### src/rtl/vec_pkg.sv
// Shared types and instruction field layout for the vector issue controller.
package vec_pkg;

  typedef enum logic [1:0] {
    IDLE   = 2'd0,
    HAZARD = 2'd1,
    ISSUE  = 2'd2
  } state_t;

  localparam int REG_W   = 5;
  localparam int ALU_W   = 4;
  localparam int NREGS   = 1 << REG_W;
  localparam int RS1_LSB = 15;
  localparam int RS2_LSB = 20;
  localparam int RD_LSB  = 7;
  localparam int ALU_LSB = 0;

endpackage

### src/rtl/vec_issue_ctrl_if.sv
// Fetch, ALU issue and writeback signals of the vector issue controller.
interface vec_issue_ctrl_if #(
  parameter int MAXVL = 16,
  parameter int LANES = 4,
  parameter int VLW   = $clog2(MAXVL + 1)
);
  import vec_pkg::*;

  logic             inst_valid;
  logic             inst_ready;
  logic [31:0]      inst;
  logic [VLW-1:0]   vl;
  logic             issue_valid;
  logic             issue_ready;
  logic [REG_W-1:0] issue_rs1;
  logic [REG_W-1:0] issue_rs2;
  logic [REG_W-1:0] issue_rd;
  logic [ALU_W-1:0] issue_alu_ctrl;
  logic [VLW-1:0]   issue_elem_base;
  logic [LANES-1:0] issue_lane_mask;
  logic             issue_last;
  logic             wb_valid;
  logic [REG_W-1:0] wb_rd;
  logic             busy;

  modport slave (
    input  inst_valid, inst, vl, issue_ready, wb_valid, wb_rd,
    output inst_ready, issue_valid, issue_rs1, issue_rs2, issue_rd, issue_alu_ctrl,
           issue_elem_base, issue_lane_mask, issue_last, busy
  );

  modport master (
    output inst_valid, inst, vl, issue_ready, wb_valid, wb_rd,
    input  inst_ready, issue_valid, issue_rs1, issue_rs2, issue_rd, issue_alu_ctrl,
           issue_elem_base, issue_lane_mask, issue_last, busy
  );

endinterface

### src/rtl/vec_scoreboard.sv
// Per-register pending-write bits; register 0 can never be marked busy.
module vec_scoreboard
  import vec_pkg::*;
(
  input  logic             clk,
  input  logic             rst,
  input  logic             set_en,
  input  logic [REG_W-1:0] set_idx,
  input  logic             clr_en,
  input  logic [REG_W-1:0] clr_idx,
  input  logic [REG_W-1:0] rd_idx_a,
  input  logic [REG_W-1:0] rd_idx_b,
  input  logic [REG_W-1:0] rd_idx_c,
  output logic             rd_busy_a,
  output logic             rd_busy_b,
  output logic             rd_busy_c,
  output logic             any_busy
);

  logic [NREGS-1:0] sb_q;
  logic [NREGS-1:0] set_vec;
  logic [NREGS-1:0] clr_vec;

  assign set_vec = set_en ? (NREGS'(1) << set_idx) : '0;
  assign clr_vec = clr_en ? (NREGS'(1) << clr_idx) : '0;

  always_ff @(posedge clk or negedge rst) begin
    if (!rst) sb_q <= '0;
    else      sb_q <= ((sb_q & ~clr_vec) | set_vec) & ~NREGS'(1);
  end

  assign rd_busy_a = sb_q[rd_idx_a];
  assign rd_busy_b = sb_q[rd_idx_b];
  assign rd_busy_c = sb_q[rd_idx_c];
  assign any_busy  = |sb_q;

endmodule

### src/rtl/vec_issue_ctrl.sv
// Accepts one instruction, waits out register hazards, then issues it as lane-parallel beats.
// state  | meaning
// IDLE   | ready for a new instruction
// HAZARD | holding instruction until rs1/rs2/rd are not pending
// ISSUE  | presenting beats to the ALU
module vec_issue_ctrl
  import vec_pkg::*;
#(
  parameter int MAXVL = 16,
  parameter int LANES = 4
) (
  input logic              clk,
  input logic              rst,
  vec_issue_ctrl_if.slave  bus
);

  localparam int VLW = $clog2(MAXVL + 1);

  state_t           state_q, state_d;
  logic [REG_W-1:0] rs1_q, rs2_q, rd_q;
  logic [ALU_W-1:0] alu_q;
  logic [VLW-1:0]   vl_q, base_q, vl_eff;
  logic [VLW:0]     base_next;
  logic             accept, hazard, beat_fire, last_beat, sb_set, sb_any;
  logic             haz_rs1, haz_rs2, haz_rd;
  logic             inst_ready, issue_valid;
  logic [LANES-1:0] lane_mask;

  assign vl_eff    = (bus.vl > VLW'(MAXVL)) ? VLW'(MAXVL) : bus.vl;
  assign accept    = (state_q == IDLE) && bus.inst_valid;
  assign hazard    = haz_rs1 | haz_rs2 | haz_rd;
  assign sb_set    = (state_q == HAZARD) && !hazard;
  assign beat_fire = (state_q == ISSUE) && bus.issue_ready;
  // Extra bit keeps the end-of-vector compare exact when base reaches MAXVL.
  assign base_next = {1'b0, base_q} + (VLW+1)'(LANES);
  assign last_beat = base_next >= {1'b0, vl_q};

  vec_scoreboard u_sb (
    .clk       (clk),
    .rst       (rst),
    .set_en    (sb_set),
    .set_idx   (rd_q),
    .clr_en    (bus.wb_valid),
    .clr_idx   (bus.wb_rd),
    .rd_idx_a  (rs1_q),
    .rd_idx_b  (rs2_q),
    .rd_idx_c  (rd_q),
    .rd_busy_a (haz_rs1),
    .rd_busy_b (haz_rs2),
    .rd_busy_c (haz_rd),
    .any_busy  (sb_any)
  );

  always_ff @(posedge clk or negedge rst) begin
    if (!rst) state_q <= IDLE;
    else      state_q <= state_d;
  end

  always_comb begin
    state_d     = state_q;
    inst_ready  = 1'b0;
    issue_valid = 1'b0;
    case (state_q)
      IDLE: begin
        inst_ready = 1'b1;
        if (accept && (vl_eff != '0)) state_d = HAZARD;
      end
      HAZARD: begin
        if (!hazard) state_d = ISSUE;
      end
      ISSUE: begin
        issue_valid = 1'b1;
        if (beat_fire && last_beat) state_d = IDLE;
      end
      default: state_d = IDLE;
    endcase
  end

  always_ff @(posedge clk or negedge rst) begin
    if (!rst) begin
      rs1_q  <= '0;
      rs2_q  <= '0;
      rd_q   <= '0;
      alu_q  <= '0;
      vl_q   <= '0;
      base_q <= '0;
    end else begin
      if (accept) begin
        rs1_q <= bus.inst[RS1_LSB +: REG_W];
        rs2_q <= bus.inst[RS2_LSB +: REG_W];
        rd_q  <= bus.inst[RD_LSB +: REG_W];
        alu_q <= bus.inst[ALU_LSB +: ALU_W];
        vl_q  <= vl_eff;
      end
      if (sb_set)         base_q <= '0;
      else if (beat_fire) base_q <= base_next[VLW-1:0];
    end
  end

  always_comb begin
    lane_mask = '0;
    for (int i = 0; i < LANES; i++)
      lane_mask[i] = (state_q == ISSUE) && (({1'b0, base_q} + (VLW+1)'(i)) < {1'b0, vl_q});
  end

  assign bus.inst_ready      = inst_ready;
  assign bus.issue_valid     = issue_valid;
  assign bus.issue_rs1       = rs1_q;
  assign bus.issue_rs2       = rs2_q;
  assign bus.issue_rd        = rd_q;
  assign bus.issue_alu_ctrl  = alu_q;
  assign bus.issue_elem_base = base_q;
  assign bus.issue_lane_mask = lane_mask;
  assign bus.issue_last      = (state_q == ISSUE) && last_beat;
  assign bus.busy            = (state_q != IDLE) || sb_any;

endmodule

### src/flat_wrapper.sv
// flat-port wrapper written by rule: the top's interface ports become plain ports
module vec_issue_ctrl_flat import vec_pkg::*;
#(
  parameter int MAXVL = 16,
  parameter int LANES = 4
)
  (clk, rst, bus_inst_valid, bus_inst, bus_vl, bus_issue_ready, bus_wb_valid, bus_wb_rd, bus_inst_ready, bus_issue_valid, bus_issue_rs1, bus_issue_rs2, bus_issue_rd, bus_issue_alu_ctrl, bus_issue_elem_base, bus_issue_lane_mask, bus_issue_last, bus_busy);
  vec_issue_ctrl_if #(.MAXVL(MAXVL), .LANES(LANES)) bus_i ();
  input logic clk;
  input logic rst;
  input wire logic [$bits(bus_i.inst_valid)-1:0] bus_inst_valid;
  input wire logic [$bits(bus_i.inst)-1:0] bus_inst;
  input wire logic [$bits(bus_i.vl)-1:0] bus_vl;
  input wire logic [$bits(bus_i.issue_ready)-1:0] bus_issue_ready;
  input wire logic [$bits(bus_i.wb_valid)-1:0] bus_wb_valid;
  input wire logic [$bits(bus_i.wb_rd)-1:0] bus_wb_rd;
  output wire logic [$bits(bus_i.inst_ready)-1:0] bus_inst_ready;
  output wire logic [$bits(bus_i.issue_valid)-1:0] bus_issue_valid;
  output wire logic [$bits(bus_i.issue_rs1)-1:0] bus_issue_rs1;
  output wire logic [$bits(bus_i.issue_rs2)-1:0] bus_issue_rs2;
  output wire logic [$bits(bus_i.issue_rd)-1:0] bus_issue_rd;
  output wire logic [$bits(bus_i.issue_alu_ctrl)-1:0] bus_issue_alu_ctrl;
  output wire logic [$bits(bus_i.issue_elem_base)-1:0] bus_issue_elem_base;
  output wire logic [$bits(bus_i.issue_lane_mask)-1:0] bus_issue_lane_mask;
  output wire logic [$bits(bus_i.issue_last)-1:0] bus_issue_last;
  output wire logic [$bits(bus_i.busy)-1:0] bus_busy;
  assign bus_i.inst_valid = bus_inst_valid;
  assign bus_i.inst = bus_inst;
  assign bus_i.vl = bus_vl;
  assign bus_i.issue_ready = bus_issue_ready;
  assign bus_i.wb_valid = bus_wb_valid;
  assign bus_i.wb_rd = bus_wb_rd;
  assign bus_inst_ready = bus_i.inst_ready;
  assign bus_issue_valid = bus_i.issue_valid;
  assign bus_issue_rs1 = bus_i.issue_rs1;
  assign bus_issue_rs2 = bus_i.issue_rs2;
  assign bus_issue_rd = bus_i.issue_rd;
  assign bus_issue_alu_ctrl = bus_i.issue_alu_ctrl;
  assign bus_issue_elem_base = bus_i.issue_elem_base;
  assign bus_issue_lane_mask = bus_i.issue_lane_mask;
  assign bus_issue_last = bus_i.issue_last;
  assign bus_busy = bus_i.busy;
  vec_issue_ctrl #(.MAXVL(MAXVL), .LANES(LANES)) u_core (.clk(clk), .rst(rst), .bus(bus_i));
endmodule
### config.mk
export PLATFORM = sky130hd
export DESIGN_NAME = vec_issue_ctrl_flat
export DESIGN_NICKNAME = d
export VERILOG_FILES = /design/src/rtl/vec_pkg.sv /design/src/rtl/vec_issue_ctrl_if.sv /design/src/rtl/vec_scoreboard.sv /design/src/rtl/vec_issue_ctrl.sv /design/src/flat_wrapper.sv
export SDC_FILE = /design/constraint.sdc
export NUM_CORES = 1
export LEC_CHECK = 0
export CORE_MARGIN = 1
export CORE_UTILIZATION = 60
export CTS_BUF_LIST = sky130_fd_sc_hd__clkbuf_8
export DETAILED_ROUTE_END_ITERATION = 12
export DONT_BUFFER_PORTS = 1
export GPL_TIMING_DRIVEN = 0
export PLACE_DENSITY = 0.79
export RECOVER_POWER = 100
export SLEW_MARGIN = 0
export SYNTH_ARGS = -nofsm -noshare
export SYNTH_HDL_FRONTEND = slang
export SYNTH_SLANG_ARGS = --single-unit
### constraint.sdc
create_clock -name clk -period 2.2 [get_ports clk]
set_input_delay 0.44 -clock clk [delete_from_list [all_inputs] [get_ports clk]]
set_output_delay 0.44 -clock clk [all_outputs]
set_load 0.02 [all_outputs]
# Word-level counts from Yosys, hierarchy flattened
# Index checks and enable logic that the tools add are counted.
# totals
reg_bits,62
out_inout_bits,32
input_bits,47
# op_classes
addsub,4
n_shift,2
magnitude_cmp,9
reduce_logical,18
muxes,17
eq_ne,5
n_bitwise,5
# ops
cell,count
$mux W32,2
$shl A1 B5 Y32 const A,2
$and A32 B32 Y32,1
$not A32 Y32,1
$or A32 B32 Y32,1
$reduce_or A31 Y1,1
$lt A5 B6 Y1 const B,3
$lt A6 B5 Y1,3
$bmux W1 S5,3
$mux W5,3
$add A5 B2 Y6 const B,2
$logic_and A1 B1 Y1,10
$add A5 B1 Y6 const B,1
$add A5 B3 Y6 const B,1
$ge A6 B5 Y1,1
$mux W2,3
$pmux W2 S3,1
$gt A5 B5 Y1 const B,1
$lt A5 B5 Y1,1
$mux W1,5
$reduce_bool A5 Y1,1
$ne A2 B2 Y1 const B,2
$reduce_bool A2 Y1,2
$reduce_and A3 Y1,1
other kinds (7),8

# Logic depth before layout (Yosys ltp)
# Gate-level depths: netlist (run 1).
# depth
depth_word,8
mapped_depth,8

# Modules after synthesis
# From an unflattened synthesis (run 1), not the netlist that was laid out.
# unflattened
cells_unflattened,375
hier_area_um2,3764.9
# by_module_without_submodules
mod,instances,seq_area_each_um2,area_each_um2,cells_each
vec_scoreboard,1,775.7,2279.7,246
vec_issue_ctrl,1,725.7,1485.2,129

# Worst setup path before layout (run 1)
# OpenSTA, ideal clock, no wires.
# synth_path
path_type,register to output
start,reg u_core.base_q[2] (netlist: u_core.bus.issue_elem_base[2])
end,out bus_issue_lane_mask[2]
t_arrival_ns,2.118
slack_ns,-0.358
path_stages_with_launch,7
cell_sequence,dfrtp_1 -> ha_1 -> nor2b_1 -> o21ai_0 -> nand2b_1 -> a211oi_1 -> and2_1
# synth_via
elab_chain_len,3
# synth_lines
element,line,rtl
start: declaration,vec_issue_ctrl.sv:22,"logic [VLW-1:0] vl_q, base_q, vl_eff;"
start signal: assignment,vec_issue_ctrl.sv:96,else if (beat_fire) base_q <= base_next[VLW-1:0];
$add A5 B2 Y6,vec_issue_ctrl.sv:103,"lane_mask[i] = (state_q == ISSUE) && (({1'b0, base_q} + (VLW+1)'(i)) < {1'b0, vl_q});"
$lt A6 B5 Y1,vec_issue_ctrl.sv:103,
$logic_and A1 B1 Y1,vec_issue_ctrl.sv:103,
end: declaration,flat_wrapper.sv:24,output wire logic [$bits(bus_i.issue_lane_mask)-1:0] bus_issue_lane_mask;
# No other way between the ends.

# Worst setup path in the final report (run 1)
# layout_path
start,reg u_core.rd_q[1] (netlist: u_core.bus.issue_rd[1])
end,reg u_core.u_sb.sb_q[22]
# layout_via
elab_chain_len,7
# layout_lines
element,line,rtl
start: declaration,vec_issue_ctrl.sv:20,"logic [REG_W-1:0] rs1_q, rs2_q, rd_q;"
start signal: assignment,vec_issue_ctrl.sv:91,rd_q <= bus.inst[RD_LSB +: REG_W];
$bmux W1 S5,vec_scoreboard.sv:34,assign rd_busy_c = sb_q[rd_idx_c];
$mux W1 (implied by the code),vec_scoreboard.sv:34,
$or A1 B1 Y1,vec_issue_ctrl.sv:31,assign hazard = haz_rs1 | haz_rs2 | haz_rd;
$logic_not A1 Y1,vec_issue_ctrl.sv:32,assign sb_set = (state_q == HAZARD) && !hazard;
$logic_and A1 B1 Y1,vec_issue_ctrl.sv:32,
$mux W32 (*),vec_scoreboard.sv:24,assign set_vec = set_en ? (NREGS'(1) << set_idx) : '0;
$or A32 B32 Y32 (*),vec_scoreboard.sv:29,else sb_q <= ((sb_q & ~clr_vec) | set_vec) & ~NREGS'(1);
end signal: assignment,vec_scoreboard.sv:29,
end: declaration,vec_scoreboard.sv:20,logic [NREGS-1:0] sb_q;
# Every way passes the cells marked *; elsewhere a longest branch is shown, timed or not. The select of a mux whose other input is x is not followed.
# A chain may end at the register's enable or synchronous reset.

==> impl_metrics.json, run 1 <==
{
  "status": "finished, violations left",
  "final_cell_mix": "52 x dfrtp_1, 42 x nand2_1, 40 x o21ai_0",
  "wire_per_inst_um": 22.9,
  "finalSetupViolCount": 41,
  "synth_area_sq_um": 3930,
  "wirelength_mm": 11.4,
  "clk_pin_slew_ps": 70,
  "cts.sinks": 60,
  "clockBufferDepth": 2,
  "io_pins": 79,
  "overflow": 0,
  "p_switching_mw": 3.54,
  "finalPower_mw": 8.07,
  "cts_buffers": 9,
  "gp_congestion": 0.976,
  "hp-class": "primary input to flip-flop",
  "antenna_left": 0,
  "synth-edff-count": 0,
  "grt_start_max_net_pins": 61,
  "end_kind": "flip-flop",
  "cts_tree": "done",
  "drt_pass1_iterations": 5,
  "antenna_found_initial": 0,
  "violations": "setup timing",
  "p_sw_share_pct": 43.8,
  "ys_async_sr_fraction_pct": 100,
  "fmax_mhz": 391,
  "finClkSkew_ps": 5.02,
  "finalHoldViolCount": 0,
  "power_density_nw_per_um2": 1690,
  "fin_ws_ps": -356,
  "p_comb_share_pct": 52.5,
  "final_nets": 475,
  "dp_hpwl_mm": 7.37,
  "syn_inst": 387,
  "synth.avg_cell_area_sq_um": 10.2,
  "vias_per_cell": 7.06,
  "drtIter0Drc": 439,
  "fin_crit_sh_pct": 116,
  "rows": 29,
  "slew_viol_final": 0,
  "synth_ff_type": "dfrtp_1",
  "peakVddDrop_uv": 1190,
  "required_ps": 2430,
  "holdWs_ps": 233,
  "core_area_sq_um": 6350,
  "seqPwrFrac_pct": 32.0,
  "insertion_delay_ps": 350,
  "post-place-ws_ps": -489,
  "vias": 3522,
  "h-tree-depth": 3,
  "slew_headroom_pct": 1.78,
  "intPower_mw": 4.53,
  "pwr-share-clk_pct": 15.5,
  "dieWidth_um": 82.9,
  "drc": 0,
  "crit_arrival_ps": 2780,
  "post-route-min-period_ps": 2560,
  "cp_max_fo": 10,
  "initial_core_util_pct": 61.9,
  "portBuffers": 0,
  "crit_type": "flip-flop to flip-flop",
  "syn2layout_area_growth_pct": 21.5,
  "ys_types": 50,
  "ys_ff_latch": 60,
  "rsz0062_at_grt": "yes",
  "post-route-util_pct": 75.2,
  "grt_pass1_wl_mm": 17.6,
  "leakage_nw": 1.85,
  "final_common_cell": "dfrtp_1",
  "cp-start-kind": "flip-flop",
  "track_usage_pct": 33.3,
  "yosysWarnings": 0,
  "yosysSeqAreaShare_pct": 38.2,
  "cts_root_buf": "clkbuf_8",
  "die_area_sq_um": 6880,
  "first_global_vias": 3516,
  "drive_above_1_share_pct": 35.5,
  "cap_violations": 0,
  "tightest_slew_ps": 1470,
  "diodes": 0,
  "fp.dieH_um": 82.9
}
==> routing by layer <==
metal | vias to the layer above | routed length [um] | track usage, %
met5 | - | 0 | 0
met4 | 0 | 635 | 20.1
met3 | 68 | 1180 | 11.3
met2 | 274 | 5440 | 52.2
met1 | 1682 | 4160 | 39.9
li1 | 1498 | - | -
==> what timing repair did <==
action                                 CTS  global route
buffers inserted                        10             4
setup endpoints to repair               42            42
resized for setup                       48            16
hold buffers                             2             0
endpoints found under the hold margin   60             0
gates cloned                             4             1
pin swaps                               36             7
==> kinds of logic (layout without fill, tap and decap cells) <==
| logic type | count (synthesis) | after routing | synth area share [%] |
|---|---|---|---|
| simple gates | 130 | 130 | 17.4 |
| compound gates | 100 | 100 | 16.8 |
| flops | 60 | 60 | 38.2 |
| mux | 48 | 48 | 18.8 |
| buf+inv | 34 | 68 | 4.49 |
| fa+ha+maj | 11 | 11 | 3.50 |
| xor+xnor | 3 | 3 | 0.669 |
| other cells | 1 | 2 | 0.0954 |
==> cell usage after synthesis, types with 2 or more instances <==
cell	n	area, sq um
dfrtp_1	60	1500
a2111oi_0	2	17.5
mux4_2	18	405
o21ai_2	20	175
nor4_1	8	50.1
a211oi_1	3	22.5
nand2b_1	17	106
nand4_1	4	25.0
xnor2_1	2	17.5
nand3_1	7	35.0
o21ai_1	6	30.0
buf_4	3	22.5
and3_1	6	37.5
a31oi_1	3	18.8
mux2i_1	6	60.1
a32oi_1	2	17.5
buf_6	4	45.0
nand4b_1	3	26.3
a21oi_1	2	10.0
ha_1	11	138
o21ai_0	45	225
inv_1	10	37.5
nand2_1	42	158
o21a_1	2	15.0
o22ai_1	2	12.5
nor3b_1	5	37.5
o31ai_1	4	30.0
clkbuf_1	11	41.3
or2_2	3	18.8
and2_1	5	31.3
nor3_1	6	30.0
nor2b_1	9	56.3
buf_2	6	30.0
nor2_1	12	45.0
mux2_2	23	259
==> registers in the layout, indices dropped and copies added (netlist names) <==
register                    flops
u_core.bus.issue_alu_ctrl       4
u_core.bus.issue_elem_base      3
u_core.state_q                  2
u_core.bus.issue_rs2            5
u_core.u_sb.sb_q               31
u_core.bus.issue_rs1            5
u_core.vl_q                     5
u_core.bus.issue_rd             5
==> area by class of cell <==
| type | instances | area (sq um) |
|---|---|---|
| Clock buffer | 9 | 124 |
| Inverter | 10 | 37.5 |
| Sequential cell | 60 | 1510 |
| Timing Repair Buffer | 18 | 250 |
| Multi-Input combinational cell | 294 | 2440 |
| Buffer | 24 | 194 |
| Tap cell | 77 | 96.3 |
| Clock inverter | 7 | 124 |
| Fill cell | 418 | 1570 |
==> through the flow <==
step	cells	setup TNS, ps	cell area [sq um]
2_1_floorplan	388	0	3970
3_3_place_gp	465	-13680	4070
3_5_place_dp	465	-14640	4070
4_1_cts	497	-6090	4730
5_1_grt	499	-13810	4780
6_report	499	-10600	4780
==> critical path, stage by stage, from the launching register on <==
cell and delay [ps]:
dfrtp_1 530, buf_4 260, buf_2 290, a31oi_1 130
a2111oi_1 500, nor4_2 120, nand3_2 130, buf_12 170
buf_12 120, buf_12 110, o21ai_2 50
==> power by group through the flow <==
stage	clock, mW	combinational (mW)	sequential [mW]
after CTS	1.26	4.07	2.52
after detailed placement	0	3.19	2.52
final	1.25	4.23	2.58
after global routing	1.31	4.51	2.64
after floorplan	0	2.64	2.25
after global placement	0	3.11	2.49
==> final timing paths <==
kind                                               startpoint                             endpoint  slack (ps)  depth (start not counted)
setup / recovery           u_core.bus.issue_rd[1]$_DFFE_PN0P_       u_core.u_sb.sb_q[22]$_DFF_PN0_        -360                         10
hold / removal                                      bus_vl[1]           u_core.vl_q[1]$_DFFE_PN0P_         230                          2
setup reg to reg           u_core.bus.issue_rd[1]$_DFFE_PN0P_       u_core.u_sb.sb_q[22]$_DFF_PN0_        -360                         10
hold reg to reg                    u_core.vl_q[2]$_DFFE_PN0P_           u_core.vl_q[2]$_DFFE_PN0P_         490                          2
max in group asynchronous                                 rst  u_core.bus.issue_rs2[1]$_DFFE_PN0P_         210                          2
min in group asynchronous                                 rst       u_core.u_sb.sb_q[23]$_DFF_PN0_         980                          2
Note: power is estimated with default switching activity, not from simulation.
==> run 2, diff against run 1 <==
--- a/config.mk
+++ b/config.mk
@@ -7,3 +7,3 @@
 export LEC_CHECK = 0
-export CORE_MARGIN = 1
+export CORE_MARGIN = 3
 export CORE_UTILIZATION = 60
@@ -13,3 +13,3 @@
 export GPL_TIMING_DRIVEN = 0
-export PLACE_DENSITY = 0.79
+export PLACE_DENSITY = 0.76
 export RECOVER_POWER = 100
==> constraint.sdc (replaced) <==
create_clock -name clk -period 3.25 [get_ports clk]
set_input_delay 0.325 -clock clk [delete_from_list [all_inputs] [get_ports clk]]
set_output_delay 0.325 -clock clk [all_outputs]
set_load 0.02 [all_outputs]
==> impl_metrics.json, run 2 (synthesis results as in run 1) <==
{
  "status": "finished clean",
  "vias_per_cell": 6.71,
  "fillers": 510,
  "min_path_cells": 2,
  "cts_buffers": 9,
  "portBuffers": 0,
  "cts_tree": "done",
  "syn2layout_area_growth_pct": 6.21,
  "drt_pass1_iterations": 5,
  "initial_core_util_pct": 64.1,
  "cp-start-kind": "flip-flop",
  "finClkSkew_ps": 5.03,
  "fin_ws_ps": 184,
  "met1_length_mm": 4.25,
  "io_pins": 79,
  "final_common_cell": "dfrtp_1",
  "gp_congestion": 0.966,
  "cts_root_buf": "clkbuf_8",
  "leakage_nw": 1.64,
  "fin_crit_sh_pct": 94.3,
  "drtIter0Drc": 325,
  "placement.cell_area_sq_um": 4030,
  "peakVddDrop_uv": 625,
  "finalPower_mw": 4.44,
  "drive_above_1_share_pct": 21.3,
  "dr_wl_met2_mm": 4.84,
  "track_usage_pct": 29.4,
  "final_cell_mix": "60 x dfrtp_1, 55 x o21ai_0, 42 x nand2_1",
  "dp_hpwl_mm": 7.57,
  "crit_type": "flip-flop to primary output",
  "stdcell_area_sq_um": 4170,
  "post-route-min-period_ps": 3070,
  "rsz0062_at_grt": "no",
  "finalHoldViolCount": 0,
  "fmax_mhz": 326,
  "wl_met3_um": 948,
  "antenna_found_initial": 0,
  "crit_arrival_ps": 2740,
  "slew_viol_final": 0,
  "h-tree-depth": 3,
  "timing.setup.tns_ps": 0,
  "finalSetupViolCount": 0,
  "dieWidth_um": 86.9,
  "cts_setup_buffers": 0,
  "highest_layer": "met4",
  "power_density_nw_per_um2": 1060,
  "first_global_vias": 3124,
  "cap_violations": 0,
  "tightest_slew_ps": 1480,
  "largest_reg_flops": 31,
  "core_area_sq_um": 6130,
  "hold_buffers": 2,
  "required_ps": 2920,
  "insertion_delay_ps": 340,
  "die_area_sq_um": 7560,
  "worst-r2r-setup-slack_ps": 220,
  "diodes": 0,
  "end_kind": "primary output",
  "cts.sinks": 60,
  "post-place-ws_ps": 559,
  "vias": 3207,
  "hp-class": "primary input to flip-flop",
  "wire_per_inst_um": 21.7,
  "fp.dieH_um": 86.9,
  "grt_start_max_net_pins": 61,
  "drc": 0,
  "r2r_cells": 8,
  "slew_headroom_pct": 1.29,
  "clockBufferDepth": 2,
  "ctsResizeCount": 0,
  "rows": 28,
  "grt_pass1_wl_mm": 16.6,
  "cp_max_fo": 7,
  "antenna_left": 0,
  "final_nets": 459,
  "regMostFlops": "u_core.u_sb.sb_q",
  "clk_pin_slew_ps": 70,
  "overflow": 0,
  "wirelength_mm": 10.4
}
-- run 2: cell count changes in the layout (fill, tap and decap cells not counted), moves of 6 or more --
cell	change
dfrtp_2	-8
dfrtp_1	+8
buf_4	-8
o21ai_0	+15
o21ai_2	-14
buf_12	-6
-- run 2: final cells by class --
type,count,area [sq um],area share (%)
repair buffers,2,15.0,0.360
plain buffers,24,125,3.00
clock buffers,10,138,3.30
flip-flops and latches,60,1500,36.0
multi-input cells,294,2220,53.3
clock inverters,3,40.0,0.959
inverters,10,37.5,0.899
well taps,75,93.8,2.25
-- run 2: critical path, cell delays in order (launching register included) --
cell and delay (ps):
dfrtp_1 600, ha_1 330, nor2b_1 130, o21ai_0 180, nand2b_1 80, a211oi_1 680
and2_0 390
-- run 2: report_power, final --
group	switching (mW)	total, mW	internal, mW
clock network	0.280	0.640	0.359
registers	0.642	1.71	1.07
logic	1.09	2.09	1.00
total	2.01	4.44	2.43
-- run 2: stage by stage --
step	instances	util (%)	hold WS [ps]
4_1_cts	478	69.2	111
3_5_place_dp	463	65.7	31.3
6_report	478	68.1	125
3_3_place_gp	463	65.7	31.6
5_1_grt	478	68.1	118
2_1_floorplan	388	-	29.4
-- run 2: per-layer routing --
metal | vias to the layer above | track usage, %
met5 | - | 0
met4 | 0 | 12.9
met3 | 32 | 6.43
met2 | 185 | 44.9
met1 | 1534 | 40.3
li1 | 1456 | -
-- run 2: final timing paths --
path	start	to
max in group asynchronous	rst	u_core.bus.issue_rs1[0]$_DFFE_PN0P_
min reg2reg	u_core.vl_q[2]$_DFFE_PN0P_	u_core.vl_q[2]$_DFFE_PN0P_
min in group asynchronous	rst	u_core.u_sb.sb_q[29]$_DFF_PN0_
max reg2reg	u_core.bus.issue_rs2[1]$_DFFE_PN0P_	u_core.u_sb.sb_q[18]$_DFF_PN0_
max	u_core.bus.issue_elem_base[2]$_DFFE_PN0P_	bus_issue_lane_mask[2]
min	bus_issue_ready	u_core.bus.issue_elem_base[3]$_DFFE_PN0P_
